<file path="config.mk">
export PLATFORM = sky130hd
export DESIGN_NAME = breath_envelope
export DESIGN_NICKNAME = d
export VERILOG_FILES = /design/src/rtl/breath_envelope.sv
export SDC_FILE = /design/constraint.sdc
export NUM_CORES = 1
export LEC_CHECK = 0
export CAP_MARGIN = 30
export CORE_ASPECT_RATIO = 0.6
export CORE_UTILIZATION = 35
export CTS_BUF_LIST = sky130_fd_sc_hd__clkbuf_4
export CTS_CLUSTER_SIZE = 16
export DETAILED_ROUTE_END_ITERATION = 10
export GPL_TIMING_DRIVEN = 0
export PLACE_DENSITY = 0.64
export RECOVER_POWER = 50
export SYNTH_ARGS = -nofsm -noshare
export SYNTH_HDL_FRONTEND = slang
export SYNTH_SLANG_ARGS = --single-unit
</file>
<file path="constraint.sdc">
create_clock -name clk -period 4.95 [get_ports clk]
set_input_delay 0.495 -clock clk [delete_from_list [all_inputs] [get_ports clk]]
set_output_delay 0.495 -clock clk [all_outputs]
set_load 0.01 [all_outputs]
</file>
<file path="src/rtl/breath_envelope.sv">
// Brightness envelope generator: produces a PWM duty word that ramps, holds
// or blinks, and only hands a new value to the PWM stage at its period start.
module breath_envelope #(
  parameter int unsigned DUTY_W   = 14,
  parameter int unsigned PERIOD   = 10000,
  parameter int unsigned STEP_DIV = 10000
) (
  input  logic              clk,
  input  logic              rst_n,
  input  logic [1:0]        mode,
  input  logic [DUTY_W-1:0] step,
  input  logic [7:0]        hold_hi,
  input  logic [7:0]        hold_lo,
  input  logic              pwm_sync,
  output logic [DUTY_W-1:0] duty,
  output logic              duty_valid,
  output logic [2:0]        phase,
  output logic              cycle_done
);

  localparam int unsigned PS_W  = (STEP_DIV > 1) ? $clog2(STEP_DIV) : 1;
  localparam int unsigned SUM_W = DUTY_W + 1;
  localparam int unsigned HLD_W = 8;

  localparam logic [PS_W-1:0]   PS_LAST  = PS_W'(STEP_DIV - 1);
  localparam logic [DUTY_W-1:0] LVL_MAX  = DUTY_W'(PERIOD);
  localparam logic [SUM_W-1:0]  SUM_MAX  = SUM_W'(PERIOD);
  localparam logic [HLD_W-1:0]  HLD_ONE  = HLD_W'(1);

  localparam logic [1:0] MODE_OFF     = 2'd0;
  localparam logic [1:0] MODE_ON      = 2'd1;
  localparam logic [1:0] MODE_BREATHE = 2'd2;
  localparam logic [1:0] MODE_BLINK   = 2'd3;

  typedef enum logic [2:0] {
    IDLE    = 3'd0,
    RISE    = 3'd1,
    HOLD_HI = 3'd2,
    FALL    = 3'd3,
    HOLD_LO = 3'd4
  } state_t;

  state_t             state_q, state_d;
  logic [DUTY_W-1:0]  level_q, level_d;
  logic [HLD_W-1:0]   hold_q, hold_d;
  logic [1:0]         mode_q;
  logic [PS_W-1:0]    ps_q;
  logic               cycle_done_d;
  logic               tick;
  logic [SUM_W-1:0]   rise_sum;

  assign tick  = (ps_q == PS_LAST);
  assign phase = state_q;

  // State register
  always_ff @(posedge clk) begin
    if (!rst_n) begin
      state_q <= IDLE;
    end else begin
      state_q <= state_d;
    end
  end

  // Next state, next level/hold and end-of-cycle pulse; mode change beats tick
  always_comb begin
    state_d      = state_q;
    level_d      = level_q;
    hold_d       = hold_q;
    cycle_done_d = 1'b0;
    rise_sum     = {1'b0, level_q} + {1'b0, step};

    if (mode != mode_q) begin
      case (mode)
        MODE_OFF: begin
          state_d = IDLE;
          level_d = '0;
        end
        MODE_ON: begin
          state_d = IDLE;
          level_d = LVL_MAX;
        end
        MODE_BREATHE: begin
          state_d = RISE;
          level_d = '0;
        end
        default: begin
          state_d = HOLD_HI;
          level_d = LVL_MAX;
          hold_d  = hold_hi;
        end
      endcase
    end else if (tick) begin
      case (state_q)
        RISE: begin
          if (rise_sum >= SUM_MAX) begin
            level_d = LVL_MAX;
            state_d = HOLD_HI;
            hold_d  = hold_hi;
          end else begin
            level_d = rise_sum[DUTY_W-1:0];
          end
        end
        HOLD_HI: begin
          if (hold_q == '0) begin
            if (mode == MODE_BREATHE) begin
              state_d = FALL;
            end else begin
              level_d = '0;
              state_d = HOLD_LO;
              hold_d  = hold_lo;
            end
          end else begin
            hold_d = hold_q - HLD_ONE;
          end
        end
        FALL: begin
          if (step >= level_q) begin
            level_d = '0;
            state_d = HOLD_LO;
            hold_d  = hold_lo;
          end else begin
            level_d = level_q - step;
          end
        end
        HOLD_LO: begin
          if (hold_q == '0) begin
            cycle_done_d = 1'b1;
            if (mode == MODE_BREATHE) begin
              state_d = RISE;
            end else begin
              level_d = LVL_MAX;
              state_d = HOLD_HI;
              hold_d  = hold_hi;
            end
          end else begin
            hold_d = hold_q - HLD_ONE;
          end
        end
        default: ;
      endcase
    end
  end

  // Envelope datapath, free-running prescaler and registered pulses
  always_ff @(posedge clk) begin
    if (!rst_n) begin
      level_q    <= '0;
      hold_q     <= '0;
      mode_q     <= MODE_OFF;
      ps_q       <= '0;
      cycle_done <= 1'b0;
    end else begin
      level_q    <= level_d;
      hold_q     <= hold_d;
      mode_q     <= mode;
      ps_q       <= tick ? '0 : ps_q + PS_W'(1);
      cycle_done <= cycle_done_d;
    end
  end

  // Duty shadow: captures the pre-edge level only at PWM period start
  always_ff @(posedge clk) begin
    if (!rst_n) begin
      duty       <= '0;
      duty_valid <= 1'b0;
    end else begin
      duty_valid <= pwm_sync;
      if (pwm_sync) begin
        duty <= level_q;
      end
    end
  end

endmodule

</file>
== After elaboration in Yosys (flattened, before gate mapping) ==
Index checks and enable logic that the tools add are counted.
Word-level totals
  bits in registers: 57
Cells by class
  $add $sub $neg: 4
  $lt $le $gt $ge: 2
  equality and inequality tests: 17
  mux-type cells: 31
  bitwise gates (word level): 3
  reduce and logical (&&, ||, !) cells: 12
Operators by type and width (number)
  $mux W14: 9
  $mux W8: 9
  $pmux W14 S4: 1
  $pmux W8 S4: 1
  $mux W3: 7
  $ne A3 B3 Y1 const B: 6
  $add A14 B14 Y15: 1
  $ge A15 B14 Y1 const B: 1
  $add A14 B1 Y14 const B: 1
  $eq A14 B14 Y1 const B: 1
  $ge A14 B14 Y1: 1
  $sub A14 B14 Y14: 1
  $pmux W3 S4: 1
  $reduce_and A6 Y1: 2
  $logic_not A8 Y1: 1
  $ne A4 B4 Y1 const B: 2
  $sub A8 B1 Y8 const B: 1
  $reduce_and A7 Y1: 1
  $eq A3 B2 Y1 const B: 2
  $reduce_or A2 Y1: 3
  $reduce_bool A5 Y1: 1
  $pmux W2 S2: 1
  $reduce_or A4 Y1: 1
  $eq A3 B1 Y1 const B: 1
  11 further kinds: 13

== Longest topological paths before layout ==
Gate-level depths: netlist (run 1).
  depth in word-level cells: 6
  mapped depth: 14
  gate-level depth less buffers: 13

== Worst setup path before layout (run 1) ==
No wires, ideal clock.
  path kind: input port to flip-flop
  start point: input port step[0]
  end point: register state_q[0], in the netlist phase[0]
  library setup time: 0.074 ns
  data arrival time: 3.232 ns
  data required time: 4.876 ns
  slack: 1.643 ns
  cell stages on the path: 12
  path buffers: 0
  cells stage by stage: ha_1 -> inv_1 -> fa_1 -> or2_1 -> a2111oi_2 -> nor3_2 -> xnor2_2 -> a211oi_2 -> a2111oi_4 -> nor2_2 -> or4_1 -> a31oi_1
On the way
  cells in the longest elaborated chain, start to end: 4
  elaborated cells on any way between the ends: 6
  classes of those cells: add/sub: 1; order compare: 2; eq/ne: 2; reduce/logical: 1
RTL lines
  start: declaration: RTL line 11  | input logic [DUTY_W-1:0] step,
  $add A14 B14 Y15: RTL line 70  | rise_sum = {1'b0, level_q} + {1'b0, step};
  $ge A15 B14 Y1: RTL line 95  | if (rise_sum >= SUM_MAX) begin
  $ne A3 B3 Y1 (no line)
  $reduce_and A6 Y1 (no line) (*)
  end signal: assignment: RTL line 60  | state_q <= state_d;
  end: declaration: RTL line 43  | state_t state_q, state_d;
Every way passes the cells marked *; elsewhere a longest branch is shown, timed or not.
A chain may end at the register's enable or synchronous reset.

== Worst setup path in the final report (run 1) ==
  start point: input port step[0]
  end point: register hold_q[1]
On the way
  cells in the longest elaborated chain, start to end: 4
  elaborated cells on any way between the ends: 6
  classes of those cells: add/sub: 1; order compare: 2; eq/ne: 2; reduce/logical: 1
RTL lines
  $add A14 B14 Y15: RTL line 70
  $ge A15 B14 Y1: RTL line 95
  $ne A3 B3 Y1 (no line)
  $reduce_and A7 Y1 (no line) (*)
  end signal: assignment: RTL line 154  | hold_q <= hold_d;
  end: declaration: RTL line 45  | logic [HLD_W-1:0] hold_q, hold_d;
Marked as above.

==> impl_metrics.csv, run 1 <==
group,metric,value,unit
run_status,outcome,"finished, final reports clean",
critical_path,cp_top_family,"compound AO/OA/AOI/OAI gates",
critical_path,reg2reg_to,"hold_q[1]",
synth,synth-seq-cells,57,
timing,fin_skew,0.0151,ns
clock_network,cts_tree,"built",
critical_path,reg2reg_depth,14,
critical_path,r2r-start,"level_q[0]",
route,viasPerCell,5.44,
cells_and_area,area_growth_syn_to_layout,19.5,%
clock_network,clk_transition_reported_paths,0.12,ns
floorplan,fp-row-count,31,
hold_path,hold_class,"reg -> reg",
place,place.port_buffers,51,
synth,synth_area_leaders,"dfxtp_1 (26%), ha_1 (8.7%), nor2_1 (5.4%)",
route,wl_per_cell,15.8,um
cells_and_area,fin_cells,785,
global_route,grt_max_degree,13,
clock_network,clk_latency,0.42,ns
clock_network,post_cts_buffers,0,
cells_and_area,antenna_cells,0,
power_and_ir_drop,vdd_drop_max,0.000117,V
floorplan,start_util,0.365,
timing,hold_viol,0,
floorplan,die-area,13200,um2
timing,post-route-period-util,0.828,
critical_path,r2r_slack,1.07,ns
clock_network,ctsLongestPathBuffers,2,
timing,worstMarginPinSlew,1.02,ns
synth,synth_flop_cell,"dfxtp_1",
power_and_ir_drop,totalPowerFinal,0.00159,W
hold_path,worstHoldStart,"ps_q[0]",
critical_path,crit_buf_inv,3,
floorplan,core-area,12300,um2
synth,yosysWarnings,0,
critical_path,crit_chain,"clkdlybuf4s50_1 -> ha_1 -> inv_1 -> fa_1 -> a211oi_1 -> o21ai_1 -> a31oi_2 -> o21ai_1 -> o31ai_4 -> o2111ai_2 -> o21ai_2 -> buf_2 -> nor2_2 -> a211oi_1",
timing,slew_viol_final,0,
critical_path,startpoint_type,"input port",
place,dp.cells,769,
route,postRouteAntennaNets,0,
critical_path,cp-endpoint,"hold_q[1]",
critical_path,worstSetupEndpointType,"register",
cells_and_area,final_nets,683,
place,routabilityCongestion,0.893,
global_route,grt_overflow,0,
synth,synthCells,552,
cells_and_area,drive_gt1_frac,0.0952,
clock_network,cts_resized,0,
floorplan,die_h,89.5,um
critical_path,cp.depth,14,
synth,yosysSeqAreaShare,0.255,
floorplan,fp.dieW,148,um
route,drtIter0Drc,347,
route,routed_wl,12400,um
clock_network,cts.sinks,57,
timing,max_slew_margin,0.317,
critical_path,crit_arrival,4.43,ns
power_and_ir_drop,pwr_density_cell,297,nW/um2
synth,synth_edf_count,0,
synth,synthArstFlopShare,0,
critical_path,critPathMaxStageDelay,0.52,ns
timing,whs,0.448,ns
job,maxCapViolations,0,
cells_and_area,final_core_util,0.436,
power_and_ir_drop,power.leakage,2.18,nW
synth,synth.top_cell.area_share,0.255,
critical_path,cp-startpoint,"step[0]",
place,hpwl,9820,um
timing,fmax,0.244,GHz
critical_path,critical_path_class,"in -> reg",
synth,avgSynthCellArea,8.09,um2
global_route,grt_usage,0.196,
synth,synth_area,4470,um2
timing,setup_viol,0,
global_route,grt_pass1_vias,3911,
synth,yosys.area.top_type,"dfxtp_1",
critical_path,crit_required,5.28,ns
critical_path,path_max_fanout,10,
global_route,antenna_found_initial,0,
clock_network,htreeDepth,3,
floorplan,io_pins,54,
route,drt_pre_antenna_iters,4,
global_route,grt_pass1_wl,20100,um
timing,min_period,4.10,ns
synth,yosysUniqueCellTypes,80,
clock_network,clock-root-buffer,"clkbuf_4",
clock_network,cts_buffers,9,
timing,rsz0062_at_grt,"false",
clock_network,holdBufCountCts,0,
route,drcViolationCount,0,
critical_path,slowest_stage,"clkdlybuf4s50_1",
synth,synth_nets,620,
route,vias,4267,
timing,setup_tns,0,ns
## through the flow
step	area, um2	setup WS (ns)
after global routing	5340	0.576
final	5340	0.853
after global placement	5180	0.411
after detailed placement	5190	0.517
after CTS	5360	0.950
after floorplan	4470	1.64
## cells by family (layout without fill, tap and decap cells)
family	after synthesis	count (layout)	share of synthesized area
and+or+nand+nor	193	193	0.218
AOI/OAI and AO/OA	151	151	0.248
buffers and inverters	67	135	0.0770
DFF	57	57	0.255
xor gates and xnor gates	34	34	0.0683
adders and majority gates	33	33	0.0958
muxes	17	17	0.0384
## worst min path at each step
stage               endpoint  cells past startpoint
floorplan            ps_q[0]                      1
global placement     ps_q[0]                      1
detailed placement   ps_q[0]                      1
CTS                  ps_q[0]                      1
global route         ps_q[0]                      1
finish               ps_q[0]                      1
## where the power goes
part	switching (W)	total (W)	leakage, nW	internal [W]
combinational	0.000374	0.000645	1.64	0.000271
clock	0.000206	0.000414	0.0831	0.000209
sequential	0.0000354	0.000529	0.466	0.000494
## area by class of cell
type,count,area (um2)
Tap cell,165,206
Buffer,28,175
Inverter,39,149
Multi-Input combinational cell,428,2980
Sequential cell,57,1140
Timing Repair Buffer,52,518
Clock buffer,9,67.6
Fill cell,1263,6920
Clock inverter,7,101
## Yosys cell counts, types with 2 or more instances
| cell | n |
|---|---|
| nand4_1 | 6 |
| xnor2_1 | 20 |
| buf_2 | 6 |
| nor2_2 | 2 |
| dfxtp_1 | 57 |
| xor2_1 | 13 |
| or2_1 | 2 |
| o211ai_1 | 8 |
| fa_1 | 2 |
| a21o_1 | 5 |
| nor2_1 | 64 |
| o21ai_1 | 2 |
| nor2b_1 | 3 |
| o21bai_1 | 7 |
| nand3_1 | 12 |
| a21oi_1 | 21 |
| clkbuf_1 | 13 |
| a22oi_1 | 12 |
| a211oi_1 | 7 |
| o22ai_1 | 2 |
| clkbuf_8 | 6 |
| o2111ai_2 | 2 |
| ha_1 | 31 |
| nand2b_1 | 5 |
| and2b_1 | 2 |
| nor4_1 | 4 |
| o31ai_1 | 5 |
| a22o_1 | 3 |
| o21ai_0 | 32 |
| inv_1 | 37 |
| a31oi_1 | 8 |
| nand2_1 | 39 |
| and2_1 | 4 |
| mux2i_1 | 16 |
| nor3_1 | 25 |
| buf_6 | 3 |
| o31a_1 | 2 |
| o221ai_1 | 4 |
| o21ai_2 | 2 |
| or3_1 | 4 |
| o21a_1 | 9 |
| and3_1 | 7 |
## routing by layer
layer,up-vias,track usage,routed length (um)
met4,0,0.0478,118
met2,142,0.273,4750
met3,13,0.0408,853
li1,2097,-,-
met5,-,0,0
met1,2015,0.298,6670
## layout by cell type, fill, tap and decap left out, types with 12 or more instances in the layout
cell and instances:
a21oi_1 21, a22oi_1 12, clkbuf_1 15, clkdlybuf4s50_1 34, dfxtp_1 57, dlygate4sd3_1 17
ha_1 31, inv_1 37, mux2i_1 16, nand2_1 39, nand3_1 12, nor2_1 64
nor3_1 25, o21ai_0 32, xnor2_1 20, xor2_1 13
## sequential cells by signal, indices dropped and copies added (netlist names)
register / count
cycle_done: 1
duty: 14
duty_valid: 1
hold_q: 8
level_q: 14
mode_q: 2
phase: 3
ps_q: 14
Note: power is estimated with default switching activity, not from simulation.
==> inputs of run 2 (changes only) <==
==> constraint.sdc (replaced) <==
create_clock -name clk -period 3.78 [get_ports clk]
set_input_delay 0.378 -clock clk [delete_from_list [all_inputs] [get_ports clk]]
set_output_delay 0.378 -clock clk [all_outputs]
set_load 0.01 [all_outputs]
==> run 2 against run 1 <==
Compared with the run above:
- critical path depth increased by 2
- sequential cell count unchanged
- wire length increased by 1.8%
- die area unchanged
- power increased by 32%
- sequential power increased by 31%
- global-route usage about the same
==> impl_metrics.csv, run 2 (same netlist as run 1, synthesis figures left out) <==
group,metric,value,unit
floorplan,io_pins,54,
global_route,antenna_found_initial,0,
global_route,grt_pass1_vias,3917,
run_status,outcome,"finished, final reports clean",
hold_path,hold_depth,3,
floorplan,fp-row-count,31,
floorplan,die-area,13200,um2
route,drcViolationCount,0,
cells_and_area,top_regs,"duty: 14 flops, level_q: 14 flops, ps_q: 14 flops",
clock_network,clock-root-buffer,"clkbuf_4",
clock_network,holdBufCountCts,0,
critical_path,slowest_stage,"clkdlybuf4s50_1",
clock_network,cts_buffers,9,
timing,rsz0062_at_grt,"true",
cells_and_area,multi_input_area,3030,um2
power_and_ir_drop,power.leakage,2.22,nW
critical_path,cpMostUsedCell,"buf_4",
power_and_ir_drop,vdd_drop_max,0.000154,V
hold_path,worstHoldStart,"rst_n",
power_and_ir_drop,totalPowerFinal,0.00210,W
job,maxCapViolations,0,
floorplan,start_util,0.365,
critical_path,crit_chain,"clkdlybuf4s50_1 -> ha_1 -> inv_1 -> fa_2 -> or2_4 -> a2111oi_4 -> nor3_2 -> xnor2_2 -> a211oi_2 -> a2111oi_4 -> buf_4 -> nor4_4 -> buf_4 -> buf_4 -> o21a_1 -> a211oi_1",
timing,whs,0.417,ns
floorplan,fp.dieW,148,um
critical_path,r2r_slack,0.16,ns
critical_path,r2r-start,"level_q[0]",
global_route,grt_overflow,0,
critical_path,crit_required,4.10,ns
route,viasPerCell,5.41,
timing,worstMarginPinSlew,1.02,ns
timing,setup_viol,0,
timing,fmax,0.272,GHz
place,dp.cells,769,
place,hpwl,9820,um
cells_and_area,drive_gt1_frac,0.110,
route,routed_wl,12600,um
timing,slew_viol_final,0,
clock_network,clk_transition_reported_paths,0.11,ns
critical_path,crit_arrival,4.00,ns
cells_and_area,area_growth_syn_to_layout,21.7,%
place,routabilityCongestion,0.893,
clock_network,cts.sinks,57,
cells_and_area,finalInstanceArea,5440,um2
critical_path,cp-startpoint,"step[0]",
hold_path,min_to,"level_q[8]",
power_and_ir_drop,pwr_density_cell,387,nW/um2
route,wl_per_cell,16.0,um
timing,min_period,3.68,ns
timing,fin_skew,0.0192,ns
timing,hold_viol,0,
critical_path,reg2reg_to,"level_q[2]",
critical_path,reg2reg_depth,15,
floorplan,core-area,12300,um2
global_route,grt_max_degree,13,
route,vias,4276,
route,drtIter0Drc,314,
timing,post-route-period-util,0.973,
cells_and_area,layout_commonest_cell,"nor2_1",
critical_path,path_max_fanout,5,
critical_path,cp_top_family,"compound AO/OA/AOI/OAI gates",
cells_and_area,final_nets,688,
timing,max_slew_margin,0.319,
cells_and_area,fin_cells,790,
cells_and_area,antenna_cells,0,
critical_path,critPathMaxStageDelay,0.51,ns
cells_and_area,fill_cells,1259,
clock_network,cts_tree,"built",
clock_network,clk_latency,0.41,ns
hold_path,hold_class,"in -> reg",
critical_path,critical_path_class,"in -> reg",
floorplan,die_h,89.5,um
clock_network,ctsLongestPathBuffers,2,
place,place.port_buffers,51,
critical_path,startpoint_type,"input port",
cells_and_area,ff_latch_area,1140,um2
cells_and_area,final_cell_mix,"nor2_1 (64), dfxtp_1 (57), nand2_1 (39), inv_1 (37), clkdlybuf4s50_1 (36)",
clock_network,htreeDepth,3,
place,place_area,5190,um2
critical_path,worstSetupEndpointType,"register",
critical_path,crit_buf_inv,5,
global_route,grt_pass1_wl,20200,um
route,drt_pre_antenna_iters,5,
global_route,grt_usage,0.196,
route,postRouteAntennaNets,0,
[run 2: final cells by class]
type	count	share of cell area
buffer	28	0.0341
clock inverter	7	0.0186
multi-input combinational	428	0.558
inverter	39	0.0274
clock buffer	9	0.0124
sequential	57	0.210
timing repair buffer	57	0.102
tap	165	0.0380
[run 2: per-layer routing]
metal | vias up | GRT usage | part of all wire
li1 | 2107 | - | -
met1 | 2010 | 0.298 | 0.53
met5 | - | 0 | 0
met3 | 8 | 0.0408 | 0.071
met2 | 151 | 0.274 | 0.39
met4 | 0 | 0.0478 | 0.0081
[run 2: worst max path at each step]
stage	slack (ns)	cells past startpoint	endpoint
2_1_floorplan	0.59	12	phase[0]
3_3_place_gp	-0.64	13	level_q[2]
3_5_place_dp	-0.54	14	hold_q[1]
4_1_cts	0.07	13	level_q[2]
5_1_grt	-0.03	16	hold_q[1]
6_report	0.10	16	hold_q[1]
[run 2: worst min-delay path, stage by stage]
cell and delay, ns:
clkbuf_1 0.21, o21ai_0 0.15, a31oi_1 0.05
[run 2: through the flow]
step	TNS, ns	worst slack (ns)	utilization
after detailed placement	-5.99	-0.536	0.424
final	0	0.101	0.444
after global routing	-0.0589	-0.0335	0.444
after global placement	-7.77	-0.642	0.423
after floorplan	0	0.590	-
after CTS	0	0.0665	0.438
[run 2: power breakdown]
group | switching, W | total [W] | internal, W
Sequential | 0.0000463 | 0.000693 | 0.000646
Combinational | 0.000501 | 0.000868 | 0.000367
Clock | 0.000269 | 0.000542 | 0.000273
Total | 0.000816 | 0.00210 | 0.00129
[run 2: what timing repair did]
action | in CTS | in global routing
endpoints found under the setup margin | 4 | 13
resized for setup | 0 | 7
gates cloned | 0 | 0
pin swaps | 1 | 4
buffers inserted | 1 | 4
endpoints found under the hold margin | 0 | 0
==> inputs of run 3 (changes only) <==
--- a/config.mk
+++ b/config.mk
@@ -7,12 +7,12 @@
 export LEC_CHECK = 0
 export CAP_MARGIN = 30
 export CORE_ASPECT_RATIO = 0.6
-export CORE_UTILIZATION = 35
+export CORE_UTILIZATION = 42
 export CTS_BUF_LIST = sky130_fd_sc_hd__clkbuf_4
 export CTS_CLUSTER_SIZE = 16
 export DETAILED_ROUTE_END_ITERATION = 10
 export GPL_TIMING_DRIVEN = 0
-export PLACE_DENSITY = 0.64
+export PLACE_DENSITY = 0.73
 export RECOVER_POWER = 50
 export SYNTH_ARGS = -nofsm -noshare
 export SYNTH_HDL_FRONTEND = slang
==> run 3 against run 2 <==
Compared with the run above:
- maximum frequency is essentially flat
- cell area decreased by 1.8%
- clock power fell by 27%
- register-to-register slack about the same
- final cell count decreased by 4.1%
- sequential power hardly changed
- die area shrank 16%
- non-clock buffer count is 2 lower
- worst hold slack got worse by 0.039 ns
- largest cell class unchanged
==> impl_metrics.csv, run 3 (same netlist as run 1, synthesis figures left out) <==
group,metric,value,unit
run_status,outcome,"finished, final reports clean",
global_route,grt_pass1_vias,3831,
floorplan,start_util,0.443,
route,viasPerCell,5.85,
route,topRoutingLayerUsed,"met4",
floorplan,fp.dieW,135,um
critical_path,critPathMaxStageDelay,0.50,ns
cells_and_area,final_cell_mix,"nor2_1 (64), dfxtp_1 (57), nand2_1 (39), inv_1 (37), clkdlybuf4s50_1 (36)",
floorplan,fp-row-count,28,
place,place.port_buffers,51,
job,maxCapViolations,0,
power_and_ir_drop,pwr_density_cell,366,nW/um2
critical_path,path_max_fanout,10,
power_and_ir_drop,power.leakage,2.18,nW
clock_network,cts.sinks,57,
timing,fin_skew,0.0190,ns
route,wl_per_cell,16.7,um
timing,hold_viol,0,
global_route,antenna_found_initial,0,
timing,fmax,0.272,GHz
route,drcViolationCount,0,
timing,whs,0.378,ns
clock_network,clock-root-buffer,"clkbuf_4",
cells_and_area,top_regs,"duty: 14 flops, level_q: 14 flops, ps_q: 14 flops",
place,hpwl,9650,um
route,vias,4432,
global_route,grt_max_degree,12,
cells_and_area,drive_gt1_frac,0.109,
critical_path,startpoint_type,"input port",
cells_and_area,final_nets,686,
clock_network,ctsLongestPathBuffers,2,
critical_path,critical_path_class,"in -> reg",
floorplan,die_h,81.9,um
hold_path,hold_class,"in -> reg",
critical_path,crit_required,4.11,ns
global_route,grt_pass1_wl,20000,um
timing,setup_viol,0,
cells_and_area,layout_commonest_cell,"nor2_1",
timing,min_period,3.68,ns
critical_path,crit_chain,"clkdlybuf4s50_1 -> ha_1 -> inv_1 -> fa_1 -> a211oi_2 -> o21ai_1 -> a31oi_2 -> o21ai_1 -> o31ai_4 -> o2111ai_2 -> nor4_4 -> buf_4 -> buf_6 -> nor2_2 -> a211oi_1",
cells_and_area,antenna_cells,0,
clock_network,clk_latency,0.43,ns
clock_network,clk_transition_reported_paths,0.12,ns
critical_path,cpMostUsedCell,"o21ai_1",
route,routed_wl,12700,um
timing,rsz0062_at_grt,"true",
route,wl_met2,4930,um
clock_network,htreeDepth,3,
route,met1Wirelength,6160,um
timing,post-route-period-util,0.973,
place,routabilityCongestion,0.892,
timing,max_slew_margin,0.366,
route,postRouteAntennaNets,0,
clock_network,cts_buffers,9,
clock_network,holdBufCountCts,0,
critical_path,worstSetupEndpointType,"register",
power_and_ir_drop,vdd_drop_max,0.000241,V
critical_path,crit_arrival,4.01,ns
global_route,grt_overflow,0,
cells_and_area,area_growth_syn_to_layout,19.5,%
place,dp.cells,739,
timing,slew_viol_final,0,
global_route,grt_usage,0.235,
cells_and_area,fin_cells,758,
timing,setup_tns,0,ns
critical_path,slowest_stage,"clkdlybuf4s50_1",
route,wl_met3,1470,um
timing,worstMarginPinSlew,0.947,ns
route,drtIter0Drc,398,
floorplan,core-area,10100,um2
floorplan,io_pins,54,
route,drt_pre_antenna_iters,7,
floorplan,die-area,11100,um2
clock_network,cts_tree,"built",
run 3: what timing repair did:
action	in CTS	in global routing
buffers inserted	1	2
pin swaps	1	3
hold endpoints to repair	0	0
endpoints found under the setup margin	8	13
gates resized for setup	0	10
run 3: final timing paths:
path,from,endpoint,slack (ns),cells after the start
worst max-delay path,step[0],hold_q[1],0.10,15
worst min-delay path,rst_n,level_q[8],0.38,3
worst max register to register,level_q[0],hold_q[1],0.17,15
worst min register to register,ps_q[0],ps_q[0],0.46,1
run 3: area by class of cell:
class,instances,area [um2]
repair buffers,55,541
clock inverters,7,46.3
flip-flops and latches,57,1140
inverters,39,149
clock buffers,9,67.6
fillers,961,4750
plain buffers,28,188
multi-input cells,428,3040
well taps,135,169
run 3: routing by layer:
| metal | up-vias | GRT usage |
|---|---|---|
| met2 | 237 | 0.320 |
| met1 | 2066 | 0.352 |
| met4 | 0 | 0.0629 |
| met3 | 19 | 0.0654 |
| li1 | 2110 | - |
| met5 | - | 0 |
run 3: where the power goes:
part | internal, W | switching [W] | total, W
Combinational | 0.000363 | 0.000506 | 0.000869
Sequential | 0.000646 | 0.0000459 | 0.000692
Clock | 0.000133 | 0.000262 | 0.000395
Total | 0.00114 | 0.000813 | 0.00196
run 3: worst max-delay path, delay by kind of cell:
family / cells / cell delay [ns]
buffers and inverters: 4 / 0.90
AOI/OAI and AO/OA: 7 / 1.83
and+or+nand+nor: 2 / 0.30
adders and majority gates: 2 / 0.58
run 3: through the flow:
step                worst slack (ns)  utilization  total power, W  instance area (um2)
finish                         0.101        0.529         0.00196                 5340
global route                 -0.0358        0.529         0.00208                 5340
CTS                           0.0602        0.523         0.00193                 5280
detailed placement            -0.579        0.511         0.00153                 5150
global placement              -0.630        0.510         0.00151                 5150
floorplan                      0.590            -         0.00131                 4470
